==> src/rtl/wb_init_pkg.sv <==
// -----------------------------------------------------------------------------
// wb_init_pkg
//
// Shared definitions for the Wishbone command initiator:
//   - state_t        : FSM state encoding (IDLE=0, BUS=1, RESP=2)
//   - DEF_ADDR_W     : default Wishbone address width
//   - DEF_DATA_W     : default Wishbone data width
//   - DEF_TIMEOUT    : default BUS-phase timeout in cycles
//   - tmo_cnt_w()    : width of the timeout counter for a given TIMEOUT
//
// The timeout logic is only built when WB_INIT_TIMEOUT_EN is defined.
// -----------------------------------------------------------------------------
package wb_init_pkg;

   typedef enum logic [1:0] {
      IDLE = 2'd0,
      BUS  = 2'd1,
      RESP = 2'd2
   } state_t;

   localparam int DEF_ADDR_W  = 32;
   localparam int DEF_DATA_W  = 32;
   localparam int DEF_TIMEOUT = 255;

   // Counter must be able to hold the value TIMEOUT itself.
   function automatic int tmo_cnt_w(input int timeout);
      return $clog2(timeout + 1);
   endfunction

endpackage

==> src/rtl/wb_init_timer.sv <==
// -----------------------------------------------------------------------------
// wb_init_timer
//
// BUS-phase watchdog for wb_cmd_initiator. Only compiled when the macro
// WB_INIT_TIMEOUT_EN is defined; the initiator does not instantiate it
// otherwise.
//
// Ports:
//   clk        in   clock
//   reset      in   synchronous active-high reset
//   i_clear    in   hold the count at zero (asserted whenever not in BUS)
//   i_enable   in   count this cycle (BUS cycle without ack)
//   o_expired  out  the current BUS cycle is number TIMEOUT
//
// o_expired is asserted while the count equals TIMEOUT-1, i.e. during the
// TIMEOUT-th BUS cycle, so that the initiator aborts on the edge that ends
// that cycle and cyc is high for exactly TIMEOUT cycles.
// -----------------------------------------------------------------------------
`ifdef WB_INIT_TIMEOUT_EN
module wb_init_timer
   import wb_init_pkg::*;
#(
   parameter int TIMEOUT = DEF_TIMEOUT,
   parameter int CNT_W   = tmo_cnt_w(TIMEOUT)
) (
   input  logic clk,
   input  logic reset,
   input  logic i_clear,
   input  logic i_enable,
   output logic o_expired
);

   localparam logic [CNT_W-1:0] LAST_CNT = CNT_W'(TIMEOUT - 1);

   logic [CNT_W-1:0] r_count;

   always_ff @(posedge clk) begin
      if (reset || i_clear) begin
         r_count <= '0;
      end else if (i_enable && !o_expired) begin
         r_count <= r_count + CNT_W'(1);
      end
   end

   assign o_expired = (r_count == LAST_CNT);

endmodule
`endif

==> src/rtl/wb_cmd_initiator.sv <==
// -----------------------------------------------------------------------------
// wb_cmd_initiator
//
// Wishbone classic single-cycle master. Takes one command at a time on a
// valid/ready request port, runs a single Wishbone read or write, and
// returns the result on a valid/ready response port.
//
// Optional feature macro: WB_INIT_TIMEOUT_EN
//   defined   : BUS phase aborts after TIMEOUT cycles without ack and the
//               response carries rsp_err=1, rsp_rdata=0. Ack on the same
//               cycle as the timeout wins.
//   undefined : BUS waits forever for ack; rsp_err is always 0.
//
// Parameters:
//   ADDR_W   Wishbone address width
//   DATA_W   Wishbone data width (multiple of 8)
//   TIMEOUT  BUS-phase cycle limit, 1..65535 (used only with the macro)
//
// Ports:
//   clk, reset             clock, synchronous active-high reset
//   cmd_valid/cmd_ready    request handshake
//   cmd_we/addr/wdata/sel  request payload
//   rsp_valid/rsp_ready    response handshake
//   rsp_rdata, rsp_err     response payload (rdata is 0 for writes/errors)
//   wbm_*                  Wishbone master interface
//   busy                   high whenever a command is in flight
// -----------------------------------------------------------------------------
module wb_cmd_initiator
   import wb_init_pkg::*;
#(
   parameter int ADDR_W  = DEF_ADDR_W,
   parameter int DATA_W  = DEF_DATA_W,
   parameter int TIMEOUT = DEF_TIMEOUT
) (
   input  logic                clk,
   input  logic                reset,
   // command port
   input  logic                cmd_valid,
   output logic                cmd_ready,
   input  logic                cmd_we,
   input  logic [ADDR_W-1:0]   cmd_addr,
   input  logic [DATA_W-1:0]   cmd_wdata,
   input  logic [DATA_W/8-1:0] cmd_sel,
   // response port
   output logic                rsp_valid,
   input  logic                rsp_ready,
   output logic [DATA_W-1:0]   rsp_rdata,
   output logic                rsp_err,
   // Wishbone master
   output logic                wbm_cyc_o,
   output logic                wbm_stb_o,
   output logic                wbm_we_o,
   output logic [DATA_W/8-1:0] wbm_sel_o,
   output logic [ADDR_W-1:0]   wbm_adr_o,
   output logic [DATA_W-1:0]   wbm_dat_o,
   input  logic [DATA_W-1:0]   wbm_dat_i,
   input  logic                wbm_ack_i,
   // status
   output logic                busy
);

   localparam int SEL_W = DATA_W / 8;

   // Elaboration-time parameter sanity checks.
   if ((DATA_W < 8) || ((DATA_W % 8) != 0)) begin : g_bad_data_w
      $error("wb_cmd_initiator: DATA_W must be a positive multiple of 8");
   end
   if ((TIMEOUT < 1) || (TIMEOUT > 65535)) begin : g_bad_timeout
      $error("wb_cmd_initiator: TIMEOUT must be in 1..65535");
   end

   state_t             r_state;
   logic               r_cyc;
   logic               r_we;
   logic [SEL_W-1:0]   r_sel;
   logic [ADDR_W-1:0]  r_adr;
   logic [DATA_W-1:0]  r_dat_o;
   logic [DATA_W-1:0]  r_rdata;
   logic               r_rsp_valid;
   logic               r_rsp_err;
   logic               r_cmd_ready;
   logic               r_busy;
   logic               w_timeout;

`ifdef WB_INIT_TIMEOUT_EN
   logic w_tmr_clear;
   logic w_tmr_enable;
   logic w_tmr_expired;

   // Count is held at zero outside BUS, so it starts from zero on entry.
   assign w_tmr_clear  = (r_state != BUS);
   assign w_tmr_enable = (r_state == BUS) && !wbm_ack_i;

   wb_init_timer #(
      .TIMEOUT   (TIMEOUT)
   ) u_timer (
      .clk       (clk),
      .reset     (reset),
      .i_clear   (w_tmr_clear),
      .i_enable  (w_tmr_enable),
      .o_expired (w_tmr_expired)
   );

   assign w_timeout = w_tmr_expired;
`else
   // No watchdog: BUS only leaves on ack, and rsp_err can never be set.
   assign w_timeout = 1'b0;
`endif

   always_ff @(posedge clk) begin
      if (reset) begin
         r_state     <= IDLE;
         r_cyc       <= 1'b0;
         r_we        <= 1'b0;
         r_sel       <= '0;
         r_adr       <= '0;
         r_dat_o     <= '0;
         r_rdata     <= '0;
         r_rsp_valid <= 1'b0;
         r_rsp_err   <= 1'b0;
         r_cmd_ready <= 1'b1;
         r_busy      <= 1'b0;
      end else begin
         case (r_state)
            IDLE: begin
               if (cmd_valid) begin
                  r_we        <= cmd_we;
                  r_adr       <= cmd_addr;
                  r_dat_o     <= cmd_wdata;
                  r_sel       <= cmd_sel;
                  r_cyc       <= 1'b1;
                  r_cmd_ready <= 1'b0;
                  r_busy      <= 1'b1;
                  r_state     <= BUS;
               end
            end

            BUS: begin
               // Ack takes priority over a coincident timeout. cyc/stb drop
               // on this same edge so a registered-ack responder never sees
               // stb in the cycle after its ack.
               if (wbm_ack_i) begin
                  r_cyc       <= 1'b0;
                  r_rdata     <= r_we ? '0 : wbm_dat_i;
                  r_rsp_err   <= 1'b0;
                  r_rsp_valid <= 1'b1;
                  r_state     <= RESP;
               end else if (w_timeout) begin
                  r_cyc       <= 1'b0;
                  r_rdata     <= '0;
                  r_rsp_err   <= 1'b1;
                  r_rsp_valid <= 1'b1;
                  r_state     <= RESP;
               end
            end

            RESP: begin
               // cmd_ready rises only after the response handshake, so no
               // command is ever accepted on the handshake cycle itself.
               if (rsp_ready) begin
                  r_rsp_valid <= 1'b0;
                  r_cmd_ready <= 1'b1;
                  r_busy      <= 1'b0;
                  r_state     <= IDLE;
               end
            end

            default: begin
               r_state     <= IDLE;
               r_cyc       <= 1'b0;
               r_rsp_valid <= 1'b0;
               r_cmd_ready <= 1'b1;
               r_busy      <= 1'b0;
            end
         endcase
      end
   end

   // cyc and stb share one register so they can never differ.
   assign wbm_cyc_o = r_cyc;
   assign wbm_stb_o = r_cyc;
   assign wbm_we_o  = r_we;
   assign wbm_sel_o = r_sel;
   assign wbm_adr_o = r_adr;
   assign wbm_dat_o = r_dat_o;

   assign cmd_ready = r_cmd_ready;
   assign rsp_valid = r_rsp_valid;
   assign rsp_rdata = r_rdata;
   assign rsp_err   = r_rsp_err;
   assign busy      = r_busy;

endmodule

==> config.mk <==
export PLATFORM = sky130hd
export DESIGN_NAME = wb_cmd_initiator
export DESIGN_NICKNAME = d
export VERILOG_FILES = /design/src/rtl/wb_init_pkg.sv /design/src/rtl/wb_init_timer.sv /design/src/rtl/wb_cmd_initiator.sv
export SDC_FILE = /design/constraint.sdc
export NUM_CORES = 1
export LEC_CHECK = 0
export ABC_AREA = 1
export BUFFER_PORTS_ARGS = -buffer_cell sky130_fd_sc_hd__buf_2
export CAP_MARGIN = 5
export CORE_UTILIZATION = 40
export DETAILED_ROUTE_END_ITERATION = 8
export PLACE_DENSITY_LB_ADDON = 0.05
export SLEW_MARGIN = 20
export SYNTH_ARGS = -nofsm -noshare
export SYNTH_HDL_FRONTEND = slang
export SYNTH_SLANG_ARGS = --single-unit
==> constraint.sdc <==
create_clock -name clk -period 1.2 [get_ports clk]
set_clock_uncertainty 0.1 [all_clocks]
set_input_delay 0.06 -clock clk [delete_from_list [all_inputs] [get_ports clk]]
set_output_delay 0.06 -clock clk [all_outputs]
set_load 0.03 [all_outputs]
# --- Word-level counts from Yosys, hierarchy flattened ---
# Index checks and enable logic that the tools add are counted.
totals:
  output_inout_bits: 107
  inputBits: 106
  ff_bits: 107
  elab_cells: 40
op_classes:
  reduce_logical: 7
  n_mux: 15
  n_eq_ne: 5
  n_bitwise: 3
op_table:
  columns: ["op", "count"]
  rows:
  - ["32-bit two-way mux", 1]
  - ["1-bit case mux with 3 select lines", 4]
  - ["3-bit AND reduction", 4]
  - ["1-bit two-way mux", 6]
  - ["2-bit two-way mux", 3]
  - ["2-bit inequality test, second input constant", 3]
  - ["2-bit case mux with 3 select lines", 1]
  - ["2-bit AND reduction", 2]
  - ["1-bit inverter", 3]
  - ["2-bit by 1-bit == test with 1-bit output, second input constant", 1]
  - ["2-bit == test, second input constant", 1]
  - ["2-bit zero test", 1]

# --- Depth between registers and ports, before layout ---
depth:
  depth_word: 3
  ltp_mapped: 7
  depth_no_buf: 5

# --- Worst setup path before layout ---
# Ideal clock, no wire load.
synth_path:
  path_type: "flip-flop to flip-flop"
  from: "reg r_state[1]"
  to: "reg r_adr[10] (netlist: wbm_adr_o[10])"
  setup_ps: 116
  stages_incl_launch_ff: 7
  synth_period_minus_slack_ps: 1223
  n_path_buf: 2
  arrival_ps: 1007
  setup_slack_ps: -23
  required_ps: 984
  path_cell_list: "dfxtp_1 nor2_2 nand2_2 buf_4 buf_2 o21ai_0 nor2_1"
synth_between:
  elab_chain_len: 2
synth_rtl:
  columns: ["item", "line_no", "text"]
  rows:
  - ["from (decl)", "wb_cmd_initiator.sv:72", "state_t r_state;"]
  - ["from (signal assigned)", "wb_cmd_initiator.sv:112", "r_state <= IDLE;"]
  - ["from (signal assigned)", "wb_cmd_initiator.sv:134", "r_state <= BUS;"]
  - ["from (signal assigned)", "wb_cmd_initiator.sv:147", "r_state <= RESP;"]
  - ["2-bit zero test", "wb_cmd_initiator.sv:124", "case (r_state)"]
  - ["2-bit AND reduction (no source line)", null, null]
  - ["to (signal assigned)", "wb_cmd_initiator.sv:128", "r_adr <= cmd_addr;"]
  - ["to (decl)", "wb_cmd_initiator.sv:76", "logic [ADDR_W-1:0] r_adr;"]
# Every way passes these cells.
# A chain may end at the register's enable or synchronous reset.

# --- Worst setup path after layout ---
layout_path:
  from: "reg r_state[0]"
  to: "reg r_rdata[4] (netlist: rsp_rdata[4])"
layout_between:
  elab_chain_len: 2
layout_rtl:
  columns: ["item", "line_no", "text"]
  rows:
  - ["2-bit by 1-bit == test with 1-bit output", "wb_cmd_initiator.sv:124", null]
  - ["2-bit AND reduction (no source line)", null, null]
  - ["to (signal assigned)", "wb_cmd_initiator.sv:144", "r_rdata <= r_we ? '0 : wbm_dat_i;"]
  - ["to (decl)", "wb_cmd_initiator.sv:78", "logic [DATA_W-1:0] r_rdata;"]
# Every way passes these cells.

==> impl_metrics.tcl <==
set metrics [dict create \
    vias 4381 \
    dpl.hpwl_mm 6.923 \
    drtAntennaViolNets 0 \
    hold_end "cmd_ready" \
    drive_gt1_share_pct 37.20 \
    timing.final.ws_setup_ps -99.92 \
    hold_depth 4 \
    post-route-period-util_pct 108.3 \
    maxCapViolations 0 \
    hold_path.class "in2reg" \
    r2r-end "rsp_rdata[4]" \
    finalPower_mw 8.657 \
    status "finished, violations left" \
    clkTransAtPathRegs_ps 100 \
    grt_pass1_vias 4090 \
    dr.pass1.iters 5 \
    syn_avg_cell_area_um2 8.128 \
    r2r_start "r_state[0]" \
    routed_wl_mm 12.72 \
    start_util_pct 41.65 \
    ff2ff_path_depth 6 \
    finalInstanceArea_um2 6872 \
    vdd_drop_max_mv 0.6733 \
    via_per_inst 4.711 \
    ioPinCount 213 \
    cts_sinks 107 \
    placed_area_um2 5114 \
    syn_inst 478 \
    grt_usage_pct 23.66 \
    diodes 0 \
    dieHeight_um 100.6 \
    die_w_um 100.6 \
    htree_levels 3 \
    power_leakage_nw 3.207 \
    yosysMostFrequentCell "nor2_1" \
    ys_seq_area_share_pct 55.14 \
    ff2ff_setup_slack_ps -100 \
    rsz0062_at_grt "yes" \
    syn_to_final_growth_pct 76.88 \
    grt_max_degree 38 \
    grt_pass1_wl_mm 19.06 \
    cp_max_fo 6 \
    fillers 696 \
    finalNetCount 903 \
    drc 0 \
    ys_warn_count 0 \
    netlist_area_um2 3885 \
    ys.flop_type "dfxtp_1" \
    synth_area_leaders "dfxtp_1, nor2_1, o21ai_0" \
    final_util_pct 73.67 \
    hold_viol 0 \
    worstPathArrival_ps 1480 \
    synthArstFlopShare_pct 0 \
    cp-end-kind "flop" \
    finalNonFillerCells 930 \
    core_area_um2 9328 \
    die_area_um2 10110 \
    io_buffers 211 \
    final_max_slew_viol_count 0 \
    violations "setup timing" \
    powerDensity_nw_per_um2 1260 \
    clock-root-buffer "clkbuf_8" \
    ys_top_cells_by_count "nor2_1, dfxtp_1, o21ai_0, nand2_1, a21oi_1" \
    synth-edff-count 0 \
    area.sequential_um2 2151 \
    critPathLaunchType "flop" \
    fmax_ghz 0.7693 \
    multi_input_area_um2 1638 \
    antenna_found_initial 0 \
    path_class "reg2reg" \
    period_minus_slack_ps 1300 \
    dp_cells 797 \
    cts-buffers-inserted 9 \
    synth_top_area_share_pct 55.14 \
    cts_tree "yes" \
    worstHoldStart "reset" \
    synth_top_cell_by_area "dfxtp_1" \
    overflow 0 \
    setup_viol 88 \
    gp_congestion 0.7606 \
    drt_iter0_markers 135 \
    clk_path_buf_depth 2 \
    rows 35 \
    ys_types 20 \
    clk_latency_ps 350 \
    synth_nets 584 \
    wl_per_cell_um 13.68 \
    ys_ff_latch 107 \
    required_ps 1380 \
]
## through the flow
step	hold slack, ps	worst slack [ps]	TNS, ps
floorplan	107.9	-23.02	-930.6
global placement	193.3	-49.32	-2234
detailed placement	203.9	-88.20	-4808
CTS	2.143	-41.15	-769.8
global route	47.57	-124.6	-8893
finish	42.66	-99.92	-2886
## per-layer routing
layer,track usage (%),vias to the layer above,part of all wire (%)
li1,-,2190,-
met2,41.41,174,49
met5,0,-,0
met3,4.993,34,5.9
met1,28.17,1983,42
met4,9.699,0,3.0
## where the power goes
group	internal [mW]	leakage (nW)	total, mW	switching (mW)
Combinational	0.997	2.22	2.29	1.30
Sequential	3.81	0.883	3.95	0.137
Clock	1.22	0.102	2.41	1.19
Total	6.04	3.21	8.66	2.62
## worst max-delay path, stage by stage (launching register included)
cell and delay (ps):
dfxtp_4 370, buf_6 120, nand3_4 100, buf_12 160, clkbuf_16 160, nand2_2 40
a21oi_1 180
## cell families after synthesis
kind of cell	share of synthesized area [%]
AO/OA/AOI/OAI	13.91
buffers and inverters	6.280
other	0.09653
AND/OR/NAND/NOR	24.57
flip-flops	55.14
## registers in the layout, indices dropped and copies added (netlist names), 2 cells and up
name and cells:
r_state 2, wbm_adr_o 32, wbm_dat_o 32, rsp_rdata 32
wbm_sel_o 4
## what timing repair did
| item | 4_1_cts | 5_1_grt |
|---|---|---|
| setup endpoints to repair | 100 | 101 |
| gates cloned | 4 | 7 |
| endpoints found under the hold margin | 104 | 0 |
| gates resized for setup | 20 | 74 |
| hold buffers | 103 | 0 |
| pin swaps | 3 | 5 |
| buffers inserted | 2 | 2 |
## worst max path at each step
stage | startpoint | end | slack (ps)
3_5_place_dp | r_state[1] | wbm_dat_o[16] | -90
4_1_cts | r_state[0] | rsp_rdata[28] | -40
5_1_grt | r_state[0] | rsp_rdata[29] | -120
6_report | r_state[0] | rsp_rdata[4] | -100
2_1_floorplan | r_state[1] | wbm_adr_o[10] | -20
3_3_place_gp | r_state[1] | wbm_adr_o[10] | -50
## layout make-up
class	count	share of cell area [%]
Clock buffer	11	2.058
Clock inverter	4	1.092
Inverter	7	0.5645
Multi-Input combinational cell	326	23.83
Sequential cell	107	31.30
Tap cell	129	2.349
Timing Repair Buffer	346	38.80
## cells in the final DEF, fill, tap and decap left out, drive strengths merged
cell | netlist | routed
a21oi | 38 | 38
buf | 25 | 236
bufinv | 0 | 2
clkbuf | 13 | 18
clkinv | 0 | 1
clkinvlp | 0 | 2
conb | 1 | 1
dfxtp | 107 | 107
dlygate4sd3 | 0 | 103
inv | 7 | 6
nand2 | 42 | 42
nand3 | 5 | 5
nand3b | 33 | 33
nor2 | 137 | 137
o21ai | 70 | 70
Note: power is estimated with default switching activity, not from simulation.
